**config.mk**
```make
export PLATFORM = sky130hd
export DESIGN_NAME = pc_sequencer_flat
export DESIGN_NICKNAME = d
export VERILOG_FILES = /design/src/rtl/pc_sequencer_if.sv /design/src/rtl/pc_sequencer.sv /design/src/flat_wrapper.sv
export SDC_FILE = /design/constraint.sdc
export NUM_CORES = 1
export LEC_CHECK = 0
export CAP_MARGIN = 20
export CELL_PAD_IN_SITES_DETAIL_PLACEMENT = 0
export CELL_PAD_IN_SITES_GLOBAL_PLACEMENT = 1
export CORE_ASPECT_RATIO = 0.8
export CORE_UTILIZATION = 21
export CTS_CLUSTER_SIZE = 24
export DETAILED_ROUTE_END_ITERATION = 12
export GPL_ROUTABILITY_DRIVEN = 0
export MAX_ROUTING_LAYER = met4
export PLACE_DENSITY_LB_ADDON = 0.12
export SLEW_MARGIN = 0
export SYNTH_ARGS = -nofsm -noshare
export SYNTH_HDL_FRONTEND = slang
export SYNTH_SLANG_ARGS = --single-unit
```
**constraint.sdc**
```tcl
create_clock -name CLK -period 1.9 [get_ports CLK]
set_input_delay 0.57 -clock CLK [delete_from_list [all_inputs] [get_ports CLK]]
set_output_delay 0.57 -clock CLK [all_outputs]
set_load 0.01 [all_outputs]
```
**src/rtl/pc_sequencer_if.sv**
```systemverilog
// pc_sequencer_if
// Bundles the sequencer's decoder/flag inputs and its control strobes so the
// sequencer and the datapath it steers can share one connection.
//   master : the sequencer (consumes INTR/BR_OP/Z/C, drives the strobes)
//   slave  : the datapath side (drives INTR/BR_OP/Z/C, consumes the strobes)
// Signals:
//   INTR, BR_OP[3:0], Z, C                     decoder / flag / interrupt inputs
//   RST_OUT, IR_LD, PC_INC, PC_LD, PC_MUX_SEL  fetch and PC control
//   SP_INCR, SP_DECR, SCR_WE, SCR_ADDR_SEL     stack control
//   FLG_SHAD_SAVE, FLG_SHAD_RESTORE            flag shadow control
//   INT_ACK, IE, STATE[1:0]                    interrupt status and FSM state
interface pc_sequencer_if;
    logic       INTR;
    logic [3:0] BR_OP;
    logic       Z;
    logic       C;
    logic       RST_OUT;
    logic       IR_LD;
    logic       PC_INC;
    logic       PC_LD;
    logic [1:0] PC_MUX_SEL;
    logic       SP_INCR;
    logic       SP_DECR;
    logic       SCR_WE;
    logic       SCR_ADDR_SEL;
    logic       FLG_SHAD_SAVE;
    logic       FLG_SHAD_RESTORE;
    logic       INT_ACK;
    logic       IE;
    logic [1:0] STATE;

    modport master (
        input  INTR, BR_OP, Z, C,
        output RST_OUT, IR_LD, PC_INC, PC_LD, PC_MUX_SEL,
               SP_INCR, SP_DECR, SCR_WE, SCR_ADDR_SEL,
               FLG_SHAD_SAVE, FLG_SHAD_RESTORE, INT_ACK, IE, STATE
    );

    modport slave (
        output INTR, BR_OP, Z, C,
        input  RST_OUT, IR_LD, PC_INC, PC_LD, PC_MUX_SEL,
               SP_INCR, SP_DECR, SCR_WE, SCR_ADDR_SEL,
               FLG_SHAD_SAVE, FLG_SHAD_RESTORE, INT_ACK, IE, STATE
    );
endinterface

```
**src/rtl/pc_sequencer.sv**
```systemverilog
// pc_sequencer
// Control FSM for the RAT CPU: sequences fetch/execute, PC loads, stack
// push/pop, flag shadowing and interrupt entry. Only the state and the
// interrupt-enable flag are registered; every strobe is decoded
// combinationally from the state (and BR_OP/Z/C while executing).
// Ports:
//   CLK  system clock
//   RST  synchronous active-high reset (forces INIT and clears IE)
//   bus  pc_sequencer_if.master, see the interface for the signal list
// Parameter:
//   INT_VEC  interrupt vector; the PC mux itself applies it on PC_MUX_SEL=2
module pc_sequencer #(
    parameter logic [9:0] INT_VEC = 10'h3FF
) (
    input  logic            CLK,
    input  logic            RST,
    pc_sequencer_if.master  bus
);

    typedef enum logic [1:0] {
        ST_INIT  = 2'd0,
        ST_FETCH = 2'd1,
        ST_EXEC  = 2'd2,
        ST_INTR  = 2'd3
    } state_t;

    localparam logic [3:0] OP_BRN   = 4'd1;
    localparam logic [3:0] OP_BREQ  = 4'd2;
    localparam logic [3:0] OP_BRNE  = 4'd3;
    localparam logic [3:0] OP_BRCS  = 4'd4;
    localparam logic [3:0] OP_BRCC  = 4'd5;
    localparam logic [3:0] OP_CALL  = 4'd6;
    localparam logic [3:0] OP_RET   = 4'd7;
    localparam logic [3:0] OP_RETID = 4'd8;
    localparam logic [3:0] OP_RETIE = 4'd9;
    localparam logic [3:0] OP_SEI   = 4'd10;
    localparam logic [3:0] OP_CLI   = 4'd11;

    localparam logic [1:0] MUX_IMM  = 2'd0;
    localparam logic [1:0] MUX_RET  = 2'd1;
    localparam logic [1:0] MUX_VEC  = 2'd2;

    state_t state_q, state_d;
    logic   ie_q, ie_d;

    logic       rst_out;
    logic       ir_ld;
    logic       pc_inc;
    logic       pc_ld;
    logic [1:0] pc_mux_sel;
    logic       sp_incr;
    logic       sp_decr;
    logic       scr_we;
    logic       scr_addr_sel;
    logic       flg_shad_save;
    logic       flg_shad_restore;
    logic       int_ack;
    logic       br_taken;

    always_ff @(posedge CLK) begin
        if (RST) begin
            state_q <= ST_INIT;
            ie_q    <= 1'b0;
        end else begin
            state_q <= state_d;
            ie_q    <= ie_d;
        end
    end

    always_comb begin
        state_d          = state_q;
        ie_d             = ie_q;
        rst_out          = 1'b0;
        ir_ld            = 1'b0;
        pc_inc           = 1'b0;
        pc_ld            = 1'b0;
        pc_mux_sel       = MUX_IMM;
        sp_incr          = 1'b0;
        sp_decr          = 1'b0;
        scr_we           = 1'b0;
        scr_addr_sel     = 1'b0;
        flg_shad_save    = 1'b0;
        flg_shad_restore = 1'b0;
        int_ack          = 1'b0;
        br_taken         = 1'b0;

        case (state_q)
            ST_INIT: begin
                rst_out = 1'b1;
                ie_d    = 1'b0;
                state_d = ST_FETCH;
            end

            ST_FETCH: begin
                ir_ld   = 1'b1;
                pc_inc  = 1'b1;
                state_d = ST_EXEC;
            end

            ST_EXEC: begin
                case (bus.BR_OP)
                    OP_BRN:   br_taken = 1'b1;
                    OP_BREQ:  br_taken = bus.Z;
                    OP_BRNE:  br_taken = ~bus.Z;
                    OP_BRCS:  br_taken = bus.C;
                    OP_BRCC:  br_taken = ~bus.C;
                    OP_CALL: begin
                        // Push the incremented PC at SP-1 while jumping.
                        pc_ld        = 1'b1;
                        pc_mux_sel   = MUX_IMM;
                        scr_we       = 1'b1;
                        scr_addr_sel = 1'b1;
                        sp_decr      = 1'b1;
                    end
                    OP_RET, OP_RETID, OP_RETIE: begin
                        // Pop: the scratch read at SP is asynchronous, so the
                        // return address is on the PC mux this same cycle.
                        pc_ld            = 1'b1;
                        pc_mux_sel       = MUX_RET;
                        scr_addr_sel     = 1'b0;
                        sp_incr          = 1'b1;
                        flg_shad_restore = (bus.BR_OP != OP_RET);
                        if (bus.BR_OP == OP_RETID) ie_d = 1'b0;
                        if (bus.BR_OP == OP_RETIE) ie_d = 1'b1;
                    end
                    OP_SEI:   ie_d = 1'b1;
                    OP_CLI:   ie_d = 1'b0;
                    default:  ;
                endcase

                if (br_taken) begin
                    pc_ld      = 1'b1;
                    pc_mux_sel = MUX_IMM;
                end

                // Use the post-update enable so SEI/RETIE take effect at once
                // and CLI/RETID mask a request already pending.
                state_d = (bus.INTR && ie_d) ? ST_INTR : ST_FETCH;
            end

            ST_INTR: begin
                // Push the current PC (already the next instruction or the
                // branch target) and vector; interrupts stay off in the ISR.
                pc_ld         = 1'b1;
                pc_mux_sel    = MUX_VEC;
                scr_we        = 1'b1;
                scr_addr_sel  = 1'b1;
                sp_decr       = 1'b1;
                flg_shad_save = 1'b1;
                int_ack       = 1'b1;
                ie_d          = 1'b0;
                state_d       = ST_FETCH;
            end

            default: state_d = ST_INIT;
        endcase
    end

    assign bus.RST_OUT          = rst_out;
    assign bus.IR_LD            = ir_ld;
    assign bus.PC_INC           = pc_inc;
    assign bus.PC_LD            = pc_ld;
    assign bus.PC_MUX_SEL       = pc_mux_sel;
    assign bus.SP_INCR          = sp_incr;
    assign bus.SP_DECR          = sp_decr;
    assign bus.SCR_WE           = scr_we;
    assign bus.SCR_ADDR_SEL     = scr_addr_sel;
    assign bus.FLG_SHAD_SAVE    = flg_shad_save;
    assign bus.FLG_SHAD_RESTORE = flg_shad_restore;
    assign bus.INT_ACK          = int_ack;
    assign bus.IE               = ie_q;
    assign bus.STATE            = state_q;

endmodule

```
**src/flat_wrapper.sv**
```systemverilog
// flat-port wrapper written by rule: the top's interface ports become plain ports
module pc_sequencer_flat 
#(
    parameter logic [9:0] INT_VEC = 10'h3FF
)
  (CLK, RST, bus_INTR, bus_BR_OP, bus_Z, bus_C, bus_RST_OUT, bus_IR_LD, bus_PC_INC, bus_PC_LD, bus_PC_MUX_SEL, bus_SP_INCR, bus_SP_DECR, bus_SCR_WE, bus_SCR_ADDR_SEL, bus_FLG_SHAD_SAVE, bus_FLG_SHAD_RESTORE, bus_INT_ACK, bus_IE, bus_STATE);
  pc_sequencer_if bus_i ();
  input  logic CLK;
  input  logic RST;
  input wire logic [$bits(bus_i.INTR)-1:0] bus_INTR;
  input wire logic [$bits(bus_i.BR_OP)-1:0] bus_BR_OP;
  input wire logic [$bits(bus_i.Z)-1:0] bus_Z;
  input wire logic [$bits(bus_i.C)-1:0] bus_C;
  output wire logic [$bits(bus_i.RST_OUT)-1:0] bus_RST_OUT;
  output wire logic [$bits(bus_i.IR_LD)-1:0] bus_IR_LD;
  output wire logic [$bits(bus_i.PC_INC)-1:0] bus_PC_INC;
  output wire logic [$bits(bus_i.PC_LD)-1:0] bus_PC_LD;
  output wire logic [$bits(bus_i.PC_MUX_SEL)-1:0] bus_PC_MUX_SEL;
  output wire logic [$bits(bus_i.SP_INCR)-1:0] bus_SP_INCR;
  output wire logic [$bits(bus_i.SP_DECR)-1:0] bus_SP_DECR;
  output wire logic [$bits(bus_i.SCR_WE)-1:0] bus_SCR_WE;
  output wire logic [$bits(bus_i.SCR_ADDR_SEL)-1:0] bus_SCR_ADDR_SEL;
  output wire logic [$bits(bus_i.FLG_SHAD_SAVE)-1:0] bus_FLG_SHAD_SAVE;
  output wire logic [$bits(bus_i.FLG_SHAD_RESTORE)-1:0] bus_FLG_SHAD_RESTORE;
  output wire logic [$bits(bus_i.INT_ACK)-1:0] bus_INT_ACK;
  output wire logic [$bits(bus_i.IE)-1:0] bus_IE;
  output wire logic [$bits(bus_i.STATE)-1:0] bus_STATE;
  assign bus_i.INTR = bus_INTR;
  assign bus_i.BR_OP = bus_BR_OP;
  assign bus_i.Z = bus_Z;
  assign bus_i.C = bus_C;
  assign bus_RST_OUT = bus_i.RST_OUT;
  assign bus_IR_LD = bus_i.IR_LD;
  assign bus_PC_INC = bus_i.PC_INC;
  assign bus_PC_LD = bus_i.PC_LD;
  assign bus_PC_MUX_SEL = bus_i.PC_MUX_SEL;
  assign bus_SP_INCR = bus_i.SP_INCR;
  assign bus_SP_DECR = bus_i.SP_DECR;
  assign bus_SCR_WE = bus_i.SCR_WE;
  assign bus_SCR_ADDR_SEL = bus_i.SCR_ADDR_SEL;
  assign bus_FLG_SHAD_SAVE = bus_i.FLG_SHAD_SAVE;
  assign bus_FLG_SHAD_RESTORE = bus_i.FLG_SHAD_RESTORE;
  assign bus_INT_ACK = bus_i.INT_ACK;
  assign bus_IE = bus_i.IE;
  assign bus_STATE = bus_i.STATE;
  pc_sequencer #(.INT_VEC(INT_VEC)) u_core (.CLK(CLK), .RST(RST), .bus(bus_i));
endmodule
```
==> results <==
==> power breakdown <==
part	internal, mW	leakage [nW]	switching (mW)
Sequential	0.0706	0.0248	0.00387
Clock	0.0787	0.0150	0.0335
Combinational	0.105	0.294	0.0804
Total	0.255	0.333	0.118
==> registers in the layout, summed over array words and instances, names as in the netlist <==
signal            cells
u_core.bus.STATE      2
u_core.bus.IE         1
==> path summary, 6_finish.rpt <==
path | cells past startpoint | slack, ps | end
min | 2 | 480 | u_core.bus.IE
max reg2reg | 5 | 810 | u_core.bus.STATE[1]
min reg2reg | 2 | 480 | u_core.bus.IE
max | 5 | -120 | bus_PC_LD
==> cells by family after synthesis <==
kind of cell | after synthesis
AOI/OAI and AO/OA | 7
xor gates and xnor gates | 1
adders and majority gates | 5
buffers and inverters | 8
DFF | 3
muxes | 1
and+or+nand+nor | 17
==> placed cells by master, fill, tap and decap left out, types with 2 or more instances in the layout <==
cell type        synthesis  routed
ha_2                     0       2
nor2b_1                  3       2
inv_1                    3       3
clkdlybuf4s50_1          0       5
buf_6                    0       5
nand3_1                  2       2
ha_1                     5       3
clkbuf_4                 0       3
buf_4                    5       9
buf_2                    0       6
a21oi_2                  0       2
dlygate4sd2_1            0       6
nand3b_1                 3       3
a21oi_1                  4       2
dfxtp_1                  3       3
==> metal layers <==
layer  GRT usage (%)  part of all wire (%)  up-vias
li1                -                     -      206
met1            15.3                    49      178
met2            17.1                    45       16
met3            4.25                   5.8        0
met4               0                     0        0
met5               -                     0        -
==> timing repair <==
action / CTS / global route
pin swaps: 5 / 5
setup buffers: 1 / 0
gates resized for setup: 60 / 10
hold endpoints to repair: 0 / 0
setup endpoints to repair: 13 / 9
==> worst max-delay path, cell delays in order <==
cell      delay (ps)
buf_6            100
and4bb_2         290
a211oi_2          50
o311ai_1         270
buf_2            180
==> area by class of cell <==
cell class | instances | area, µm² | area share [%]
timing repair buffer | 34 | 287 | 42.4
multi-input combinational | 31 | 265 | 39.3
sequential | 3 | 60.1 | 8.89
clock buffer | 4 | 26.3 | 3.89
tap | 21 | 26.3 | 3.89
inverter | 3 | 11.3 | 1.67
==> results.md <==
* Routed WL at 840 µm
* Num ports at 25
* Clk_lat worst skew at 230 ps
* Main combinational cell family by area after synthesis: simple AND/OR/NAND/NOR gates
* First-pass GRT wire length at 1450 µm
* Site row count at 12
* Initial DRT Pass Iterations at 3
* Total leakage power at 0.333 nW
* Placeable core region at 1460 µm²
* Starting Density at 23.8%
* Flops & latches, synth at 3
* XOR/XNOR Fraction of Synth Area at 2.53%
* Status: finished, violations left
* Leading area contributor after synthesis: ha_1
* Final instance area at 676 µm²
* Buffers on Ports at 24
* Commonest cells post-synth: 5 x buf_4, 5 x ha_1, 4 x a21oi_1
* Crit Path Max Fanout at 4
* Largest net degree at the start of global routing at 7
* Total power at 0.372 mW
* Async S/R FF share, synth at 0%
* Top_reg_cell synth: dfxtp_1
* Simple-gate share of the synthesized area at 32.9%
* DP Cell Count at 91
* Maximum vdd drop at 598 µV
* TNS Setup at -229 ps
* CTS tree: yes
* DR vias/cell at 4.17
* Placed cell areas at 643 µm²
* Die footprint at 1820 µm²
* Post-synth top area share at 18.1%
* CP arrival at 1450 ps
* CTS clk-pin slew, worst paths at 40 ps
* Chip width at 47.4 µm
* Period minus WS final at 2020 ps
* Layout cell share with drive strength beyond 1 at 48.0%
* Register area share after synthesis at 17.3%
* Post-synthesis mux area share at 3.25%
* Area growth syn-to-layout at 94.9%
* Post-route clock period utilization at 106%
* Post-DP HPWL at 687 µm
* Vias in the first global route at 345
* Fill cells at 164
* DRC viols at 0
* Final setup viols at 2
* Top cells by area, synth: ha_1 18%, dfxtp_1 17%, buf_4 11%
* Cts hold-fix bufs at 0
* Util after Layout at 46.4%
* Compound-Gate Fraction of Synth Area at 11.9%
* Final Worst Setup Slack at -119 ps
* Worst setup EP type: output pin
* Overall routing resource usage at 11.4%
* TritonCTS Buffers at 3
* Worst slack at placement at -911 ps
* Failing checks: setup timing
* # H-tree levels at 1
* WHS at 478 ps
* WL/cell at 8.75 µm
* Syn. warnings at 0
* WS Path Type: in2out
* Synth Instances at 42
* Number of enable flip-flop cells after synthesis at 0
* Vias at 400
* DRC violation total after the first TritonRoute iteration at 6
* CTS sink cnt at 3
* Worst R2R Start: u_core.bus.STATE[1]
* Critical path launch point: bus_BR_OP[3]
* Slew @ Worst Pin at 227 ps
* Final Hold Fails at 0
* Diode count at 0
* Final Skew at 2.25 ps
* CTS root buf: clkbuf_4
* Initial antenna violation count at 0
* DIE HEIGHT at 38.3 µm
* Power per cell area at 551 nW/µm²
* Synth Area per Inst at 8.25 µm²
* Grt ovf at 0
* Max Clk Rate at 495 MHz
* Syn nets at 56
* Hold path startpoint: u_core.bus.IE
* Fin cells at 96
* CP required at 1330 ps
* Post-DRT Antenna Nets at 0
* CP Launch Type: primary input
* Mapped Area at 347 µm²
* Relative slew slack at 84.6%
* Max-Cap Viols at 0
* RSZ-0062 raised after global routing: true
* Netlist cell types at 21
* Hold Crit Class: reg2reg
* Fin nets at 90
* Adder-cell share of the synthesized area at 18.1%
* Clock tree buffer depth at 2
* Slew Viols, Final at 0
Note: power is estimated with default switching activity, not from simulation.
